### config.mk
export PLATFORM = sky130hd
export DESIGN_NAME = writeback_arbiter
export DESIGN_NICKNAME = d
export VERILOG_FILES = /design/src/rtl/writeback_arbiter.sv
export SDC_FILE = /design/constraint.sdc
export NUM_CORES = 1
export LEC_CHECK = 0
export CAP_MARGIN = 20
export CORE_MARGIN = 10
export CORE_UTILIZATION = 50
export DETAILED_ROUTE_END_ITERATION = 10
export GPL_ROUTABILITY_DRIVEN = 0
export GPL_TIMING_DRIVEN = 0
export PLACE_DENSITY = 0.79
export RECOVER_POWER = 100
export SYNTH_ARGS = -nofsm -noshare
export SYNTH_HDL_FRONTEND = slang
export SYNTH_SLANG_ARGS = --single-unit
### constraint.sdc
create_clock -name i_clk -period 5.02 [get_ports i_clk]
set_clock_uncertainty 0.05 [all_clocks]
set_input_delay 1.004 -clock i_clk [delete_from_list [all_inputs] [get_ports i_clk]]
set_output_delay 1.004 -clock i_clk [all_outputs]
set_load 0.01 [all_outputs]
### src/rtl/writeback_arbiter.sv
// Write-side master for the 32x32 register bank. It merges single-cycle ALU
// results with long-latency results, which arrive through a small FIFO. It
// also keeps a pending-destination scoreboard so that decode can stall on
// RAW hazards.
module writeback_arbiter #(
    parameter int DEPTH    = 2,   // long-latency FIFO entries, power of 2, >= 2
    parameter int MAX_WAIT = 4    // cycles the FIFO head may be bypassed, >= 1
) (
    input  logic        i_clk,
    input  logic        i_rst_n,
    // single-cycle ALU result path
    input  logic        i_alu_valid,
    input  logic [4:0]  i_alu_addr,
    input  logic [31:0] i_alu_data,
    output logic        o_alu_stall,
    // long-latency result path (valid/ready)
    input  logic        i_lu_valid,
    output logic        o_lu_ready,
    input  logic [4:0]  i_lu_addr,
    input  logic [31:0] i_lu_data,
    // long-latency issue and decode hazard query
    input  logic        i_issue_valid,
    input  logic [4:0]  i_issue_addr,
    input  logic [4:0]  i_addr_Rs,
    input  logic [4:0]  i_addr_Rt,
    output logic        o_busy_Rs,
    output logic        o_busy_Rt,
    // register-bank write port
    output logic        o_con_RegWr,
    output logic [4:0]  o_addr_Rd,
    output logic [31:0] o_data_Rd
);

    localparam int PTR_W  = (DEPTH > 1) ? $clog2(DEPTH) : 1;
    localparam int CNT_W  = $clog2(DEPTH + 1);
    localparam int WAIT_W = $clog2(MAX_WAIT + 1);

    localparam logic [CNT_W-1:0]  FULL_CNT = CNT_W'(DEPTH);
    localparam logic [WAIT_W-1:0] WAIT_MAX = WAIT_W'(MAX_WAIT);

    // FIFO storage and control
    logic [4:0]        fifo_addr [DEPTH];
    logic [31:0]       fifo_data [DEPTH];
    logic [PTR_W-1:0]  wr_ptr;
    logic [PTR_W-1:0]  rd_ptr;
    logic [CNT_W-1:0]  count;
    logic [WAIT_W-1:0] wait_cnt;
    logic [31:0]       pending;

    logic        fifo_empty;
    logic        fifo_full;
    logic        push;
    logic        pop;
    logic        wr_en;
    logic [4:0]  wr_addr;
    logic [31:0] wr_data;
    logic [31:0] pending_next;

    assign fifo_empty = (count == '0);
    assign fifo_full  = (count == FULL_CNT);

    // Ready depends on state only, so a pop in the same cycle cannot raise it.
    assign o_lu_ready  = !fifo_full;
    assign o_alu_stall = (wait_cnt == WAIT_MAX);
    assign o_busy_Rs   = pending[i_addr_Rs];
    assign o_busy_Rt   = pending[i_addr_Rt];

    // A transfer to r0 completes the handshake but nothing is stored.
    assign push = i_lu_valid && o_lu_ready && (i_lu_addr != 5'd0);

    // Choose at most one write per cycle. A starved FIFO head beats the ALU.
    always_comb begin
        // NOTE: every output of this block gets a default first; otherwise a
        // path that leaves one unassigned would infer a latch.
        pop     = 1'b0;
        wr_en   = 1'b0;
        wr_addr = 5'd0;
        wr_data = 32'd0;
        if (o_alu_stall && !fifo_empty) begin
            pop = 1'b1;
        end else if (i_alu_valid && (i_alu_addr != 5'd0)) begin
            wr_en   = 1'b1;
            wr_addr = i_alu_addr;
            wr_data = i_alu_data;
        end else if (!fifo_empty) begin
            pop = 1'b1;
        end
        if (pop) begin
            wr_en   = 1'b1;
            wr_addr = fifo_addr[rd_ptr];
            wr_data = fifo_data[rd_ptr];
        end
    end

    // Next scoreboard value: a pop clears, an issue sets (set wins), r0 is never busy.
    always_comb begin
        pending_next = pending;
        if (pop) begin
            pending_next[fifo_addr[rd_ptr]] = 1'b0;
        end
        if (i_issue_valid) begin
            pending_next[i_issue_addr] = 1'b1;
        end
        pending_next[0] = 1'b0;
    end

    // FIFO payload storage.
    // NOTE: the payload array has no reset; an empty count makes its contents
    // irrelevant, and leaving it unreset allows plain RAM/flop inference.
    always_ff @(posedge i_clk) begin
        if (push) begin
            fifo_addr[wr_ptr] <= i_lu_addr;
            fifo_data[wr_ptr] <= i_lu_data;
        end
    end

    // FIFO pointers and occupancy. Pointers wrap naturally because DEPTH is a power of 2.
    always_ff @(posedge i_clk or negedge i_rst_n) begin
        // NOTE: sequential state uses non-blocking assignments, so every
        // register samples the values from before the edge.
        if (!i_rst_n) begin
            wr_ptr <= '0;
            rd_ptr <= '0;
            count  <= '0;
        end else begin
            if (push) wr_ptr <= wr_ptr + 1'b1;
            if (pop)  rd_ptr <= rd_ptr + 1'b1;
            case ({push, pop})
                2'b10:   count <= count + 1'b1;
                2'b01:   count <= count - 1'b1;
                default: count <= count;
            endcase
        end
    end

    // Starvation counter: counts the cycles a waiting head is bypassed, saturating at MAX_WAIT.
    always_ff @(posedge i_clk or negedge i_rst_n) begin
        if (!i_rst_n) begin
            wait_cnt <= '0;
        end else if (fifo_empty || pop) begin
            wait_cnt <= '0;
        end else if (wait_cnt != WAIT_MAX) begin
            wait_cnt <= wait_cnt + 1'b1;
        end
    end

    // Pending-destination scoreboard register.
    always_ff @(posedge i_clk or negedge i_rst_n) begin
        if (!i_rst_n) begin
            pending <= '0;
        end else begin
            pending <= pending_next;
        end
    end

    // Registered register-bank write port.
    always_ff @(posedge i_clk or negedge i_rst_n) begin
        if (!i_rst_n) begin
            o_con_RegWr <= 1'b0;
            o_addr_Rd   <= 5'd0;
            o_data_Rd   <= 32'd0;
        end else begin
            o_con_RegWr <= wr_en;
            o_addr_Rd   <= wr_addr;
            o_data_Rd   <= wr_data;
        end
    end

endmodule
==> flow_metrics.tcl, run 1 <==
set metrics [dict create \
    status "finished, violations left" \
    violations "max-capacitance violations, max-slew violations" \
    start_util 0.507 \
    final_max_slew_viol_count 36 \
    crit_path_max_fanout 10 \
    cts_tree "done" \
    ys_seq_area_frac 0.619 \
    die-area_um2 18300 \
    groute.usage.overall 0.199 \
    drt_iter0_drc 413 \
    cp_num_buf_inv 3 \
    worst_ep_arrival_time_ps 3230 \
    antenna_found_initial 7 \
    syn_nets 599 \
    ios 136 \
    via_count 4802 \
    fill_cells 989 \
    fmax_ghz 0.234 \
    chipHeight_um 135 \
    grt_max_degree 42 \
    yosys-top-cells-count "dfrtp_1, edfxtp_1, nand2_1" \
    drtPass1Iterations 6 \
    dpl_worst_slack_ps 1020 \
    core_area_um2 13100 \
    grt_overflow 0 \
    cap_violations 1 \
    synth_top_area_frac 0.334 \
    leakage_uw 0.00345 \
    synth_fa_ha_area_frac 0.00564 \
    grt_pass1_wl_mm 28.3 \
    port_buffers 128 \
    layout.nets 749 \
    clk_pin_slew_worst_paths_ps 60 \
    setup_viol 0 \
    grt_pass1_vias 5255 \
    ir_drop_v 0.000279 \
    finalCritPeriodShare 0.853 \
    slew_headroom -0.370 \
    synth.area.top_cells "edfxtp_1, dfrtp_1, mux2i_1, nand2_1, o21ai_2" \
    regToRegSetupSlack_ps 1660 \
    drive_gt1_frac 0.0917 \
    syn_inst 502 \
    ys_warn_count 0 \
    syn_area_per_cell_um2 13.3 \
    period_needed_ps 4280 \
    h-tree-depth 4 \
    via_per_inst 5.67 \
    tns_ps 0 \
    dieWidth_um 135 \
    cts_root_buf "clkbuf_16" \
    critical-path-slowest-cell "clkdlybuf4s50_1" \
    avgRoutedWirePerCell_um 21.2 \
    cts_resized 0 \
    synthSimpleGateAreaFrac 0.0919 \
    synth.distinct_cells 56 \
    cp_data_required_time_ps 3970 \
    hold_class "reg2reg" \
    setup.worst_path.end_class "output port" \
    synth_top_family_by_area "compound AO/OA/AOI/OAI gates" \
    cpMostUsedCell "clkdlybuf4s50_1" \
    ant_nets 0 \
    synth-async-reset-ratio 0.507 \
    ys_seq_elements 150 \
    tightestPinTransition_ps 2050 \
    synth-compound-area-share 0.136 \
    p_per_area_nw_per_um2 494 \
    area_growth_pct 31.3 \
    num_rows 42 \
    post-dp-hpwl_mm 13.0 \
    synth.cell_area_um2 6660 \
    ys.flop_type "dfrtp_1" \
    cts_setup_buffers 0 \
    wl_mm 18.0 \
    crit_chain "clkdlybuf4s50_1, clkbuf_1, mux2i_1, a22oi_1, nand3_1, nand4_1, clkdlybuf4s50_1" \
    cts.sinks 150 \
    synth_xor_area_frac 0.00902 \
    drc 0 \
    cts_buffers 17 \
    synth_edf_count 74 \
    hold_buffers 0 \
    yosysMostFrequentCell "dfrtp_1" \
    yosysTopAreaCell "edfxtp_1" \
    crit_family "buffers and inverters" \
    rsz0062_at_grt "false" \
    critPathKind "in2out" \
    start_kind "input port" \
    clk_latency_ps 420 \
    cts_max_path_buffers 2 \
    muxShareOfSynthArea 0.102 \
    hold_violations 0 \
    critPathMaxStageDelay_ps 540 \
    finish.utilization 0.665 \
    layout_setup_ws_ps 739 \
]
-- routing by layer --
metal / share of wire / track usage / vias up
met2: 0.53 / 0.355 / 165
li1: - / - / 2185
met1: 0.39 / 0.216 / 2422
met5: 0.00039 / 0 / -
met4: 0.017 / 0.0664 / 2
met3: 0.066 / 0.0671 / 28
-- path summary, 6_finish.rpt --
kind,startpoint,end,depth (start not counted)
max reg2reg,count[0],fifo_addr[1][3],4
min reg2reg,wait_cnt[0],wait_cnt[0],1
min in group asynchronous,i_rst_n,pending[31],1
min,wait_cnt[0],wait_cnt[0],1
max in group asynchronous,i_rst_n,pending[22],1
max,i_addr_Rt[2],o_busy_Rt,7
-- cells in the final DEF, fill, tap and decap left out, types with 4 or more instances in the layout --
cell / netlist / final
xnor2_1: 4 / 4
nand3_1: 11 / 14
mux4_2: 6 / 6
clkbuf_1: 6 / 16
nand2b_1: 5 / 5
a21oi_1: 10 / 10
o2bb2ai_1: 10 / 10
a22oi_1: 5 / 5
nor2b_1: 6 / 6
clkbuf_16: 0 / 17
a2bb2o_1: 10 / 10
bufinv_16: 0 / 6
nand3b_1: 7 / 7
buf_2: 9 / 7
inv_1: 21 / 21
dfrtp_1: 76 / 76
diode_2: 0 / 6
a21o_1: 20 / 20
nand4_1: 2 / 4
o21ai_0: 11 / 38
edfxtp_1: 74 / 74
nand2_1: 52 / 52
mux2i_1: 51 / 51
clkdlybuf4s50_1: 0 / 49
nor2_1: 14 / 14
dlygate4sd3_1: 0 / 78
o221ai_1: 8 / 8
-- report_power, final --
part           switching [uW]  internal, uW
registers                 112          1590
clock network             518           940
logic                     652           500
total                    1280          3030
-- flip-flops by register name (all words and copies together), names as in the netlist --
| register | count |
|---|---|
| o_addr_Rd | 5 |
| o_data_Rd | 32 |
| count | 2 |
| fifo_data | 64 |
| fifo_addr | 10 |
| pending | 31 |
| wait_cnt | 3 |
| rd_ptr | 1 |
| o_con_RegWr | 1 |
| wr_ptr | 1 |
-- worst reg2reg max path: cells and delay by family, from the launching register on --
family          cells  cell delay (ps)
compound gates      1              180
flops               1              430
simple gates        2             1280
buf+inv             1             1040
-- through the flow --
stage,hold WS [ps],instances,instance area (um^2),power [uW]
2_1_floorplan,390,502,6660,2450
3_3_place_gp,405,806,8160,2940
3_5_place_dp,427,809,8250,3020
4_1_cts,433,841,8920,4500
5_1_grt,463,844,8730,4520
6_report,428,847,8740,4320
-- cells by family after synthesis --
logic type	after synthesis
DFF	150
muxes	60
xor gates and xnor gates	6
adders and majority gates	3
buffers and inverters	45
AOI/OAI and AO/OA	119
and+or+nand+nor	119
-- layout make-up --
type | count | area [um^2] | share of cell area
sequential | 150 | 4120 | 0.472
multi-input combinational | 307 | 2200 | 0.251
timing repair buffer | 131 | 1300 | 0.149
clock buffer | 18 | 429 | 0.0491
clock inverter | 14 | 248 | 0.0284
tap | 176 | 220 | 0.0252
buffer | 24 | 125 | 0.0143
inverter | 21 | 78.8 | 0.00902
antenna | 6 | 15.0 | 0.00172
(Power assumes the default switching activity.)
==> run 2, diff against run 1 <==
ABC_AREA = 1   (was not set)
SKIP_LAST_GASP = 1   (was not set)
==> flow_metrics.tcl, run 2 <==
set metrics [dict create \
    syn_nets 839 \
    drive_gt1_frac 0.0627 \
    cts_max_path_buffers 2 \
    synth-async-reset-ratio 0.507 \
    via_count 5613 \
    p_per_area_nw_per_um2 520 \
    muxShareOfSynthArea 0 \
    clk_pin_slew_worst_paths_ps 60 \
    via_per_inst 5.14 \
    layout_commonest_cell "nand2_1" \
    die-area_um2 18300 \
    avgRoutedWirePerCell_um 16.3 \
    post-dp-hpwl_mm 13.0 \
    tightestPinTransition_ps 1470 \
    syn_area_per_cell_um2 8.98 \
    drtPass1Iterations 7 \
    dieWidth_um 135 \
    start_kind "input port" \
    antenna_found_initial 8 \
    yosys-top-cells-count "nand2_1, dfrtp_1, edfxtp_1" \
    synth_edf_count 74 \
    setup.worst_path.end_class "flip-flop" \
    core_area_um2 13100 \
    synth-compound-area-share 0.0605 \
    critPathKind "in2reg" \
    critPathMaxStageDelay_ps 1070 \
    area_growth_pct 32.1 \
    drc 0 \
    synth_xor_area_frac 0.00657 \
    port_buffers 131 \
    largest_register "fifo_data" \
    ys_seq_area_frac 0.619 \
    cp_data_required_time_ps 4990 \
    ios 136 \
    yosysMostFrequentCell "nand2_1" \
    status "complete, no violations" \
    crit_chain "dlygate4sd3_1, nor3_1, nand2_1, nand3_1, nor2_1, clkbuf_1" \
    yosysTopAreaCell "edfxtp_1" \
    synth_fa_ha_area_frac 0.00563 \
    ir_drop_v 0.000270 \
    p_total_uw 4570 \
    cts_tree "done" \
    synth.cell_area_um2 6660 \
    drt_iter0_drc 388 \
    synth_top_family_by_area "simple AND/OR/NAND/NOR gates" \
    setup_viol 0 \
    rsz0062_at_grt "false" \
    synth.distinct_cells 27 \
    tns_ps 0 \
    synthSimpleGateAreaFrac 0.248 \
    final_cell_mix "nand2_1, dlygate4sd3_1, dfrtp_1" \
    grt_pass1_wl_mm 28.5 \
    hold_violations 0 \
    cts_resized 0 \
    top_regs "fifo_data: 64 flops, o_data_Rd: 32 flops, pending: 31 flops" \
    cts_setup_buffers 0 \
    dp.cells 1052 \
    num_rows 42 \
    period_needed_ps 4020 \
    leakage_uw 0.00393 \
    syn_inst 742 \
    cts_buffers 17 \
    cts_root_buf "clkbuf_16" \
    synth.area.top_cells "edfxtp_1, dfrtp_1, nand2_1, inv_1, nand3_1" \
    stdcell_count 1092 \
    synth_top_area_frac 0.334 \
    cp_num_buf_inv 2 \
    hold_class "reg2reg" \
    ys_warn_count 0 \
    cts.sinks 150 \
    worst_ep_arrival_time_ps 4000 \
    largest_reg_flops 64 \
    clk_latency_ps 410 \
    grt_pass1_vias 5722 \
    finalCritPeriodShare 0.802 \
    grt_overflow 0 \
    h-tree-depth 4 \
    grt_max_degree 69 \
    cap_violations 0 \
    ys.flop_type "dfrtp_1" \
    ant_nets 0 \
    crit_path_max_fanout 22 \
    start_util 0.507 \
    chipHeight_um 135 \
    layout.nets 993 \
    crit_family "buffers and inverters" \
    ys_seq_elements 150 \
    groute.usage.overall 0.197 \
    final_max_slew_viol_count 0 \
    hold_buffers 0 \
    fmax_ghz 0.248 \
    critical-path-slowest-cell "nor2_1" \
    wl_mm 17.8 \
    fill_cells 1028 \
    slew_headroom 0.0171 \
]
==> run 2: cell count changes after synthesis, sizes merged, moves of 10 or more <==
cell / change
mux2i: -51
a21o: -20
o2bb2ai: -10
nor3: +10
nand2: +270
inv: +55
o21ai: +26
nand3: +38
a2bb2o: -10
==> run 2: final cells by class <==
class | count | area, um^2 | share of cell area
Clock buffer | 19 | 453 | 0.0515
Timing Repair Buffer | 135 | 1350 | 0.153
Sequential cell | 150 | 4120 | 0.469
Tap cell | 176 | 220 | 0.0250
Inverter | 76 | 285 | 0.0324
Clock inverter | 13 | 109 | 0.0124
Multi-Input combinational cell | 491 | 2140 | 0.243
Buffer | 25 | 105 | 0.0119
Antenna cell | 7 | 17.5 | 0.00199
==> run 2: per-stage QoR <==
stage / hold slack (ps) / utilization / worst slack (ps) / instance area (um^2)
2_1_floorplan: 380 / - / 1730 / 6660
3_3_place_gp: 399 / 0.624 / 175 / 8190
3_5_place_dp: 410 / 0.631 / 1290 / 8290
4_1_cts: 360 / 0.674 / 1290 / 8850
5_1_grt: 442 / 0.669 / 713 / 8790
6_report: 417 / 0.670 / 995 / 8800
==> run 2: kinds of logic (layout without fill, tap and decap cells) <==
kind of cell / Yosys count / count (layout)
AO/OA/AOI/OAI: 74 / 74
XOR/XNOR: 5 / 5
adder cells (fa/ha/maj): 3 / 3
buffers and inverters: 101 / 268
flip-flops: 150 / 150
other: 0 / 7
AND/OR/NAND/NOR: 409 / 409
==> run 2: report_power, final <==
part	switching, uW	internal [uW]
Sequential	200	1710
Clock	521	672
Combinational	936	534
==> run 2: per-layer routing <==
layer  share of wire  global-route usage  vias up
li1                -                   -     2700
met1            0.39               0.222     2621
met2            0.50               0.339      259
met3           0.093              0.0742       31
met4           0.015              0.0616        2
met5         0.00039                   0        -
==> run 2: worst paths after layout <==
kind                               from               end  slack [ps]  depth (start not counted)
hold / removal              wait_cnt[0]       wait_cnt[0]         420                          1
setup / recovery           i_lu_addr[3]  fifo_data[0][10]        1000                          6
min in group asynchronous       i_rst_n       pending[28]         530                          1
max in group asynchronous       i_rst_n     o_data_Rd[12]        3620                          2
hold reg to reg             wait_cnt[0]       wait_cnt[0]         420                          1
setup reg to reg               count[0]  fifo_data[0][10]        1710                          5
==> run 3, diff against run 2 <==
clock period = 4.1 ns   (was 5.02 ns; I/O delays follow)
==> flow_metrics.tcl, run 3 (same netlist as run 2, synthesis figures left out) <==
set metrics [dict create \
    cts.sinks 150 \
    clk_latency_ps 420 \
    status "finished, violations left" \
    drive_gt1_frac 0.0649 \
    switching_power_uw 2040 \
    r2r-start "count[0]" \
    wl_mm 17.8 \
    cts_max_path_buffers 2 \
    cts_root_buf "clkbuf_16" \
    finalCritPeriodShare 0.864 \
    crit_path_max_fanout 10 \
    tightestPinTransition_ps 1730 \
    area_growth_pct 32.4 \
    p_per_area_nw_per_um2 639 \
    final_max_slew_viol_count 102 \
    start_kind "input port" \
    ir_drop_v 0.000329 \
    largest_reg_flops 64 \
    chipHeight_um 135 \
    place_area_um2 8290 \
    largest_register "fifo_data" \
    post-dp-hpwl_mm 13.0 \
    swShare 0.361 \
    worst_ep_arrival_time_ps 2670 \
    core_area_um2 13100 \
    setup.worst_path.end_class "output port" \
    setup_viol 0 \
    layout_commonest_cell "nand2_1" \
    antenna_found_initial 8 \
    ant_nets 0 \
    finalInstanceArea_um2 8820 \
    hold_buffers 0 \
    cts_buffers 17 \
    via_count 5604 \
    register_area_um2 4120 \
    hold_violations 0 \
    grt_overflow 0 \
    drt_iter0_drc 408 \
    clk_pin_slew_worst_paths_ps 60 \
    drtPass1Iterations 4 \
    power.internal_uw 3600 \
    dieWidth_um 135 \
    cp_data_required_time_ps 3230 \
    avgRoutedWirePerCell_um 16.3 \
    cts_setup_buffers 0 \
    drc 0 \
    leakage_uw 0.00395 \
    top_regs "fifo_data: 64 flops, o_data_Rd: 32 flops, pending: 31 flops" \
    rsz0062_at_grt "false" \
    final_cell_mix "nand2_1, dlygate4sd3_1, dfrtp_1" \
    p_comb_frac 0.326 \
    port_buffers 131 \
    critPathLaunch "i_addr_Rs[0]" \
    grt_pass1_vias 5722 \
    multi_input_area_um2 2140 \
    slew_headroom -0.152 \
    critPathKind "in2out" \
    h-tree-depth 4 \
    groute.usage.overall 0.197 \
    grt_pass1_wl_mm 28.5 \
    grt_max_degree 69 \
    seqPwrFrac 0.414 \
    num_rows 42 \
    fmax_ghz 0.282 \
    cts_tree "done" \
    layout.nets 993 \
    die-area_um2 18300 \
    start_util 0.507 \
    fill_cells 1025 \
    cts_resized 0 \
    period_needed_ps 3540 \
    violations "max-capacitance violations, max-slew violations" \
    whs_ps 290 \
    power_frac_clock 0.259 \
    hold_class "in2async" \
    ios 136 \
    via_per_inst 5.13 \
    cap_violations 3 \
]
## run 3: final cells by class
| type | instances | area share |
|---|---|---|
| Sequential cell | 150 | 0.467 |
| Multi-Input combinational cell | 491 | 0.242 |
| Antenna cell | 7 | 0.00199 |
| Timing Repair Buffer | 135 | 0.155 |
| Clock buffer | 19 | 0.0513 |
| Inverter | 76 | 0.0323 |
| Buffer | 25 | 0.0119 |
| Tap cell | 176 | 0.0250 |
| Clock inverter | 13 | 0.0123 |
## run 3: worst max-delay path, stage by stage
cell and delay [ps]:
clkbuf_1 290, clkbuf_1 440, nand2_1 100, nand3_1 100
nand3_1 90, nand2_1 100, nand2_1 50, nand2_1 60
nand2_1 40, nand2_1 50, clkdlybuf4s50_1 530
## run 3: power groups by stage
stage	clock [uW]	combinational (uW)	sequential [uW]
3_3_place_gp	0	1810	2350
3_5_place_dp	0	1910	2360
6_report	1460	1840	2330
4_1_cts	1470	1940	2330
2_1_floorplan	0	1060	2350
5_1_grt	1540	2060	2380
## run 3: final timing paths
| check | end | slack [ps] | cells past startpoint |
|---|---|---|---|
| max | o_busy_Rs | 560 | 11 |
| max reg2reg | fifo_data[1][14] | 1450 | 5 |
| min | pending[28] | 290 | 1 |
| min reg2reg | wait_cnt[0] | 420 | 1 |
| min in group i_clk | wait_cnt[0] | 420 | 1 |
| max in group asynchronous | o_data_Rd[24] | 1660 | 2 |
## run 3: through the flow
| stage | worst slack [ps] | setup TNS [ps] | instances | total power (uW) | util |
|---|---|---|---|---|---|
| after global routing | 368 | 0 | 1091 | 5980 | 0.671 |
| after global placement | -561 | -73200 | 1049 | 4160 | 0.624 |
| after detailed placement | 738 | 0 | 1052 | 4270 | 0.631 |
| after CTS | 734 | 0 | 1084 | 5740 | 0.674 |
| after floorplan | 998 | 0 | 742 | 3420 | - |
| final | 556 | 0 | 1092 | 5630 | 0.672 |
## run 3: metal layers
layer  track usage  share of wire
met5             0        0.00039
met4        0.0616          0.012
met3        0.0742          0.090
met2         0.339           0.51
met1         0.222           0.39
